### src/rtl/multi_lane_striper_pkg.sv
`default_nettype none
// ============================================================================
// Module   : multi_lane_pkg
// Desc     : Shared symbol constants and PCIe Gen1 LFSR scramble helper
// Revision : 1.0 - initial release
// ============================================================================
package multi_lane_pkg;

    localparam logic [7:0]  SYM_COM     = 8'hBC;
    localparam logic [7:0]  SYM_SKP     = 8'h1C;
    localparam logic [15:0] LFSR_SEED   = 16'hFFFF;
    localparam logic [15:0] LFSR_POLY   = 16'h0039;
    localparam int          LFSR_MAX_DW = 16;

    typedef logic [LFSR_MAX_DW-1:0] sym_t;

    // Returns {data_out, lfsr_next}; only the low 'width' bits are processed.
    function automatic logic [LFSR_MAX_DW+15:0] lfsr_scramble(
        input sym_t        data,
        input logic        k,
        input logic [15:0] lfsr,
        input int          width
    );
        sym_t        d_out;
        logic [15:0] l;
        d_out = data;
        l     = lfsr;
        for (int b = 0; b < LFSR_MAX_DW; b++) begin
            if (b < width) begin
                if (!k) begin
                    d_out[b] = data[b] ^ l[15];
                end
                l = {l[14:0], 1'b0} ^ (l[15] ? LFSR_POLY : 16'h0000);
            end
        end
        if (k && (data == sym_t'(SYM_COM))) begin
            l = LFSR_SEED;
        end else if (k && (data == sym_t'(SYM_SKP))) begin
            l = lfsr;
        end
        return {d_out, l};
    endfunction

endpackage
`default_nettype wire

### src/rtl/lane_scrambler.sv
`default_nettype none
// ============================================================================
// Module   : lane_scrambler
// Desc     : One lane of Gen1 scrambling: combinational scramble, registered LFSR
// Revision : 1.0 - initial release
// ============================================================================
module lane_scrambler
    import multi_lane_pkg::*;
#(
    parameter int DATA_WIDTH = 8
) (
    input  logic                  clk_i,
    input  logic                  rst_i,
    input  logic                  active,
    input  logic                  en,
    input  logic [DATA_WIDTH-1:0] data,
    input  logic                  k,
    output logic [DATA_WIDTH-1:0] data_out,
    output logic                  k_out
);

    logic [15:0]             r_lfsr;
    sym_t                    w_data_ext;
    logic [LFSR_MAX_DW+15:0] w_result;

    always_comb begin
        w_data_ext                 = '0;
        w_data_ext[DATA_WIDTH-1:0] = data;
    end

    assign w_result = lfsr_scramble(w_data_ext, k, r_lfsr, DATA_WIDTH);
    assign data_out = w_result[16 +: DATA_WIDTH];
    assign k_out    = k;

    if (DATA_WIDTH < LFSR_MAX_DW) begin : g_pad
        logic [LFSR_MAX_DW-DATA_WIDTH-1:0] w_unused_hi;
        assign w_unused_hi = w_result[16+DATA_WIDTH +: LFSR_MAX_DW-DATA_WIDTH];
    end

    // An idle lane sits at the seed so it starts clean when the link widens.
    always_ff @(posedge clk_i or posedge rst_i) begin
        if (rst_i) begin
            r_lfsr <= LFSR_SEED;
        end else if (!active) begin
            r_lfsr <= LFSR_SEED;
        end else if (en) begin
            r_lfsr <= w_result[15:0];
        end
    end

endmodule
`default_nettype wire

### src/rtl/multi_lane_striper.sv
`default_nettype none
// ============================================================================
// Module   : multi_lane_striper
// Desc     : Round-robin symbol striper across 1..NUM_LANES scrambled lanes
// Revision : 1.0 - initial release
// ============================================================================
module multi_lane_striper
    import multi_lane_pkg::*;
#(
    parameter int NUM_LANES  = 4,
    parameter int DATA_WIDTH = 8
) (
    input  logic                            clk_i,
    input  logic                            rst_i,
    input  logic [$clog2(NUM_LANES):0]      active_lanes_i,
    input  logic [DATA_WIDTH-1:0]           data_i,
    input  logic                            data_k_i,
    input  logic                            data_valid_i,
    output logic                            data_ready_o,
    output logic [NUM_LANES*DATA_WIDTH-1:0] lane_data_o,
    output logic [NUM_LANES-1:0]            lane_k_o,
    output logic [NUM_LANES-1:0]            lane_enable_o,
    output logic                            lane_valid_o,
    input  logic                            lane_ready_i
);

    localparam int c_IDX_W = (NUM_LANES > 1) ? $clog2(NUM_LANES) : 1;
    localparam int c_WID_W = $clog2(NUM_LANES) + 1;

    logic [c_IDX_W-1:0]                          r_idx;
    logic [c_WID_W-1:0]                          r_width;
    logic [NUM_LANES-1:0][DATA_WIDTH-1:0]        r_stage_data;
    logic [NUM_LANES-1:0]                        r_stage_k;
    logic [NUM_LANES-1:0][DATA_WIDTH-1:0]        r_out_data;
    logic [NUM_LANES-1:0]                        r_out_k;
    logic                                        r_valid;

    logic [c_WID_W-1:0]                          w_width_sel;
    logic [NUM_LANES-1:0]                        w_lane_active;
    logic [NUM_LANES-1:0][DATA_WIDTH-1:0]        w_scr_data;
    logic [NUM_LANES-1:0]                        w_scr_k;
    logic                                        w_last;
    logic                                        w_ready;
    logic                                        w_accept;
    logic                                        w_complete;
    logic                                        w_group_idle;

    // Non power-of-two or oversized widths fall back to x1.
    always_comb begin
        w_width_sel = c_WID_W'(1);
        if ((active_lanes_i != '0) &&
            ((active_lanes_i & (active_lanes_i - 1'b1)) == '0) &&
            (active_lanes_i <= c_WID_W'(NUM_LANES))) begin
            w_width_sel = active_lanes_i;
        end
    end

    assign w_last       = (c_WID_W'(r_idx) == (r_width - 1'b1));
    assign w_ready      = !w_last || !r_valid || lane_ready_i;
    assign w_accept     = data_valid_i && w_ready;
    assign w_complete   = w_accept && w_last;
    assign w_group_idle = w_complete || ((r_idx == '0) && !w_accept);

    for (genvar n = 0; n < NUM_LANES; n++) begin : g_lane
        assign w_lane_active[n] = (c_WID_W'(n) < r_width);

        lane_scrambler #(
            .DATA_WIDTH (DATA_WIDTH)
        ) u_scr (
            .clk_i    (clk_i),
            .rst_i    (rst_i),
            .active   (w_lane_active[n]),
            .en       (w_accept && (r_idx == c_IDX_W'(n))),
            .data     (data_i),
            .k        (data_k_i),
            .data_out (w_scr_data[n]),
            .k_out    (w_scr_k[n])
        );
    end

    always_ff @(posedge clk_i or posedge rst_i) begin
        if (rst_i) begin
            r_idx        <= '0;
            r_width      <= c_WID_W'(1);
            r_stage_data <= '0;
            r_stage_k    <= '0;
            r_out_data   <= '0;
            r_out_k      <= '0;
            r_valid      <= 1'b0;
        end else begin
            if (w_accept) begin
                r_stage_data[r_idx] <= w_scr_data[r_idx];
                r_stage_k[r_idx]    <= w_scr_k[r_idx];
                r_idx               <= w_last ? '0 : r_idx + 1'b1;
            end
            // The completing symbol bypasses staging so the group lands in one edge.
            if (w_complete) begin
                for (int n = 0; n < NUM_LANES; n++) begin
                    if (!w_lane_active[n]) begin
                        r_out_data[n] <= '0;
                        r_out_k[n]    <= 1'b0;
                    end else if (r_idx == c_IDX_W'(n)) begin
                        r_out_data[n] <= w_scr_data[n];
                        r_out_k[n]    <= w_scr_k[n];
                    end else begin
                        r_out_data[n] <= r_stage_data[n];
                        r_out_k[n]    <= r_stage_k[n];
                    end
                end
                r_valid <= 1'b1;
            end else if (r_valid && lane_ready_i) begin
                r_valid <= 1'b0;
            end
            if (w_group_idle) begin
                r_width <= w_width_sel;
            end
        end
    end

    assign data_ready_o  = w_ready;
    assign lane_data_o   = r_out_data;
    assign lane_k_o      = r_out_k;
    assign lane_valid_o  = r_valid;
    assign lane_enable_o = w_lane_active;

endmodule
`default_nettype wire

### config.mk
export PLATFORM = sky130hd
export DESIGN_NAME = multi_lane_striper
export DESIGN_NICKNAME = d
export VERILOG_FILES = /design/src/rtl/multi_lane_striper_pkg.sv /design/src/rtl/lane_scrambler.sv /design/src/rtl/multi_lane_striper.sv
export SDC_FILE = /design/constraint.sdc
export NUM_CORES = 1
export LEC_CHECK = 0
export ABC_AREA = 1
export ABC_CLOCK_PERIOD_IN_PS = 14400
export CAP_MARGIN = 20
export CORE_ASPECT_RATIO = 1.25
export CORE_MARGIN = 3
export CORE_UTILIZATION = 50
export DETAILED_ROUTE_END_ITERATION = 10
export PLACE_DENSITY = 0.75
export SETUP_SLACK_MARGIN = 0.3
export SYNTH_ARGS = -nofsm -noshare
export SYNTH_HDL_FRONTEND = slang
export SYNTH_SLANG_ARGS = --single-unit
### constraint.sdc
create_clock -name clk_i -period 14.4 [get_ports clk_i]
set_input_delay 2.88 -clock clk_i [delete_from_list [all_inputs] [get_ports clk_i]]
set_output_delay 2.88 -clock clk_i [all_outputs]
set_load 0.01 [all_outputs]
Yosys cells after proc, flatten, opt, wreduce, memory -nomap -nowiden:

Index checks and enable logic that the tools add are counted.

* input bits: 16
* logic and storage cells: 243
* output and inout port bits: 42
* register bits after elaboration: 142

* eq/ne operators: 14
* reduce and logical (&&, ||, !) cells: 27
* bitwise gates (word level): 65
* multiplexer cells: 110
* order comparisons: 7
* add/sub/neg operators: 3

Operator list (number)
* $xor 16x16->16: 32
* $mux 16: 16
* $mux 6: 32
* $mux 8: 10
* $mux 1: 44
* $bwmux 32: 1
* $xor 1x1->1: 32
* $bmux 8 s2: 1
* $demux 8 s2: 1
* $logic_and 1x1->1: 13
* $ne 3x3->1 const B: 4
* $eq 8x5->1 const B: 1
* $eq 8x8->1 const B: 1
* $ne 2x2->1 const B: 4
* $reduce_and 2->1: 4
* $lt 1x3->1 const A: 2
* $lt 2x3->1 const A: 2
* $sub 3x1->3 const B: 2
* $bwmux 4: 1
* $eq 2x2->1 const B: 2
* $and 3x3->3: 1
* $eq 2x3->1: 1
* $le 3x3->1 const B: 1
* $logic_not 1->1: 3
* 13 further kinds: 15

Longest topological paths before layout:

* depth after elaboration: 20
* gate-level depth with buffers: 12
* gate-level depth less buffers: 11

Cells and area by module:

A second synthesis with hierarchy kept.

* cell total of the unflattened synthesis: 1381
* area total of the unflattened synthesis: 9335.2 um^2

By module, submodules not included
* lane_scrambler: times used 4, area an instance 1340.0 um^2, seq. area each 420.4 um^2, cells an instance 220
* multi_lane_striper: times used 1, area an instance 3975.1 um^2, seq. area each 1953.1 um^2, cells an instance 501

Worst setup path after synthesis:

Ideal clock, no wire load.

* path type: input port to output port
* from: input lane_ready_i
* to: output data_ready_o
* required time: 11.520 ns
* setup slack: 8.143 ns
* stages on the path: 3
* data arrival time: 3.377 ns
* path buffers: 1
* cell sequence: nor2_1 > nand4_4 > buf_8

* word-level cells in the longest chain between the ends: 1

RTL lines
* from (decl): line multi_lane_striper.sv:24 `input logic lane_ready_i`
* $logic_or 1x1->1: line multi_lane_striper.sv:59 `assign w_ready = !w_last || !r_valid || lane_ready_i;`
* to (decl): line multi_lane_striper.sv:19 `output logic data_ready_o,`

Every way passes these cells.

Worst setup path after layout:

Same ends and word-level chain as after synthesis.

==> qor.txt <==
setup ws final: 6.93 ns
first-pass detailed-route iteration total: 5
Vias: 8038
die height: 156 microns
pin count of the biggest net entering global routing: 78
cells on worst reg2reg path: 8
post-route setup TNS: 0 ns
critical path required time: 11.52 ns
RSZ-0062 raised after global routing: false
final-layout fill cell count: 1580
Comb power frac: 50.8%
Synth async-reset ratio: 100%
Cell Pwr Density: 262 nW/um^2
period utilization: 51.9%
ANT cells: 0
Max Cap Viol: 0
row cnt: 54
synthesized cell area: 8990 sq um
Max Fclk: 0.134 GHz
HPWL Detailed: 16200 microns
initial DRC count: 803
Slew HR: 33.5%
P_sw: 1.17 mW
clk buf depth: 2
synth top area cells: dfrtp_1, dfstp_2, nand2_1, nand3_1, o211ai_1
hold endpoint: lane_k_o[1]
Overflow after GRT: 0
gp weighted congestion: 0.945
Seq pwr share: 31.2%
CTS sink cnt: 142
Final Routed Wirelength: 23800 microns
Critical Path Start Type: primary input
Syn Nets: 1191
# IOs: 58
Total Power: 2.61 mW
Reg clk slew, reported paths: 0.06 ns
Buffers on Ports: 57
CTS Root Cell: clkbuf_16
Layout area overhead: 10.8%
RR Endpoint: g_lane[0].u_scr.r_lfsr[3]
library cells used by synthesis: 39
final hold vios: 0
post-DR wirelength/cell: 17.1 microns
slew at the pin with the worst max-slew slack: 0.994 ns
Hold Path Origin: lane_k_o[1]
Hold Crit Class: reg -> reg
hold path cells: 2
htree depth: 4
Clock Latency Late Sink: 0.43 ns
DIE AREA: 19600 sq um
Top FF cell, synth: dfrtp_1
CTS Buf Count: 17
top cell type's share of synthesized area: 21.4%
first-pass GRT wire length: 39100 microns
CP endpoint kind: output pin
synthesis-stage register bit count: 142
CP Class: in -> out
Total GRT Usage: 24.6%
Avg Vias per Cell: 5.79
post-cts sizing count: 0
Lkg Pwr: 4.53 nW
clock share of power: 18.0%
synthesized instance count: 1170
Post-synth EDFFs: 0
Yosys warning total: 0
dpl ws: 6.97 ns
initial antenna violation count: 1
Final Max Tran Viols: 0
minimum clock period: 7.47 ns
crit-path max FO: 11
Internal: 1.44 mW
Die Width: 126 microns
Sw Share: 44.9%
largest area contributor in the netlist: dfrtp_1
layout cells sized above 1: 11.8%
CTS tree: built
worst r2r src: r_width[2]
Nets: 1173
synthesized area per cell: 7.69 sq um
status: completed
effective utilization at floorplan: 51.2%
R2R Setup Slk: 11.36 ns
Residual DRC: 0
Worst EP arrival: 4.59 ns
Post-CTS Hold Fix Bufs: 0
number of global-route vias before repair: 7555
VDD IR max: 0.108 mV
post-CTS setup buffer count: 0
Final ANT Viol Nets: 0
sequential area share after synthesis: 40.4%
clock skew: 0.00868 ns
core area: 17600 sq um
final setup vio count: 0
[cells in the final DEF, fill, tap and decap left out, types with 2 or more instances in the layout]
cell type / Yosys / routed
buf_4: 10 / 4
clkdlybuf4s50_1: 0 / 57
o21ai_1: 34 / 34
nand4_4: 5 / 5
nand3_1: 222 / 222
nor3_1: 2 / 2
inv_1: 52 / 51
nor2_1: 55 / 55
nand2b_1: 18 / 18
xor2_1: 22 / 22
clkbuf_16: 0 / 17
nand3b_1: 20 / 20
dfstp_2: 65 / 65
nand4_1: 9 / 9
o211ai_1: 53 / 53
xnor2_1: 34 / 34
nand3_4: 4 / 4
nand2_4: 4 / 4
nand2_2: 6 / 6
nand2_1: 309 / 309
a21oi_1: 2 / 2
o21ai_0: 51 / 51
dfrtp_1: 77 / 77
o21bai_1: 3 / 3
clkinvlp_4: 0 / 2
clkinv_2: 0 / 2
clkinv_1: 2 / 2
inv_6: 0 / 2
bufinv_16: 0 / 4
clkinv_4: 0 / 4
ha_1: 5 / 5
nand3_2: 2 / 2
inv_2: 8 / 8
[layer usage]
metal  routed length [microns]  GRT usage, %  share of wire [%]
met5                        11             0              0.046
met4                       975          10.7                4.1
met3                      1480          5.17                6.2
met2                     11600          40.9                 49
met1                      9770          31.2                 41
[per-stage QoR]
stage          instances  hold slack [ns]  area (sq um)  util (%)
6_report            1388            0.481          9970      56.8
3_5_place_dp        1357            0.465          9340      53.2
2_1_floorplan       1170            0.450          8990         -
3_3_place_gp        1357            0.463          9340      53.2
5_1_grt             1388            0.501          9970      56.8
4_1_cts             1388            0.482          9970      56.8
[logic make-up after synthesis]
kind of cell,share of synthesized area (%)
xor+xnor,5.63
fa+ha+maj,0.696
flops,40.4
compound gates,9.61
buf+inv,8.65
simple gates,35.0
[synthesized netlist by cell type (20+ instances only)]
library cell  number
o211ai_1          53
clkbuf_1          47
nor2_1            55
dfrtp_1           77
nand3b_1          20
o21ai_1           34
buf_2             26
xnor2_1           34
dfstp_2           65
nand3_1          222
xor2_1            22
o21ai_0           51
inv_1             52
nand2_1          309
[power groups by stage]
stage | clock, mW | sequential, mW | combinational, mW
2_1_floorplan | 0 | 0.709 | 1.11
3_3_place_gp | 0 | 0.806 | 1.28
3_5_place_dp | 0 | 0.812 | 1.31
4_1_cts | 0.476 | 0.808 | 1.32
5_1_grt | 0.495 | 0.833 | 1.50
6_report | 0.471 | 0.814 | 1.33
[state kept, by name, summed over array words and instances (netlist names)]
register             flops
g_lane.u_scr.r_lfsr     64
lane_data_o             32
r_stage_data            32
lane_k_o                 4
r_stage_k                4
r_width                  3
r_idx                    2
lane_valid_o             1
[worst max path at each step]
stage            startpoint        endpoint  slack (ns)  cells past startpoint
2_1_floorplan         rst_i  lane_data_o[0]        7.82                      1
3_3_place_gp   lane_ready_i    data_ready_o        6.95                      4
3_5_place_dp   lane_ready_i    data_ready_o        6.97                      4
4_1_cts        lane_ready_i    data_ready_o        6.95                      4
5_1_grt        lane_ready_i    data_ready_o        6.88                      4
6_report       lane_ready_i    data_ready_o        6.93                      4
[critical path, cell delays in order]
cell	delay [ns]
clkdlybuf4s50_1	0.42
nor2_1	0.28
nand4_4	0.38
clkdlybuf4s50_1	0.63
[area by class of cell]
cell class	instances	area (sq um)	share of cell area [%]
clock buffer	18	439	4.41
clock inverter	13	189	1.90
tap	224	280	2.81
sequential	142	3630	36.5
multi-input combinational	867	4580	46.0
timing repair buffer	61	601	6.02
inverter	63	244	2.45
Note: power is estimated with default switching activity, not from simulation.
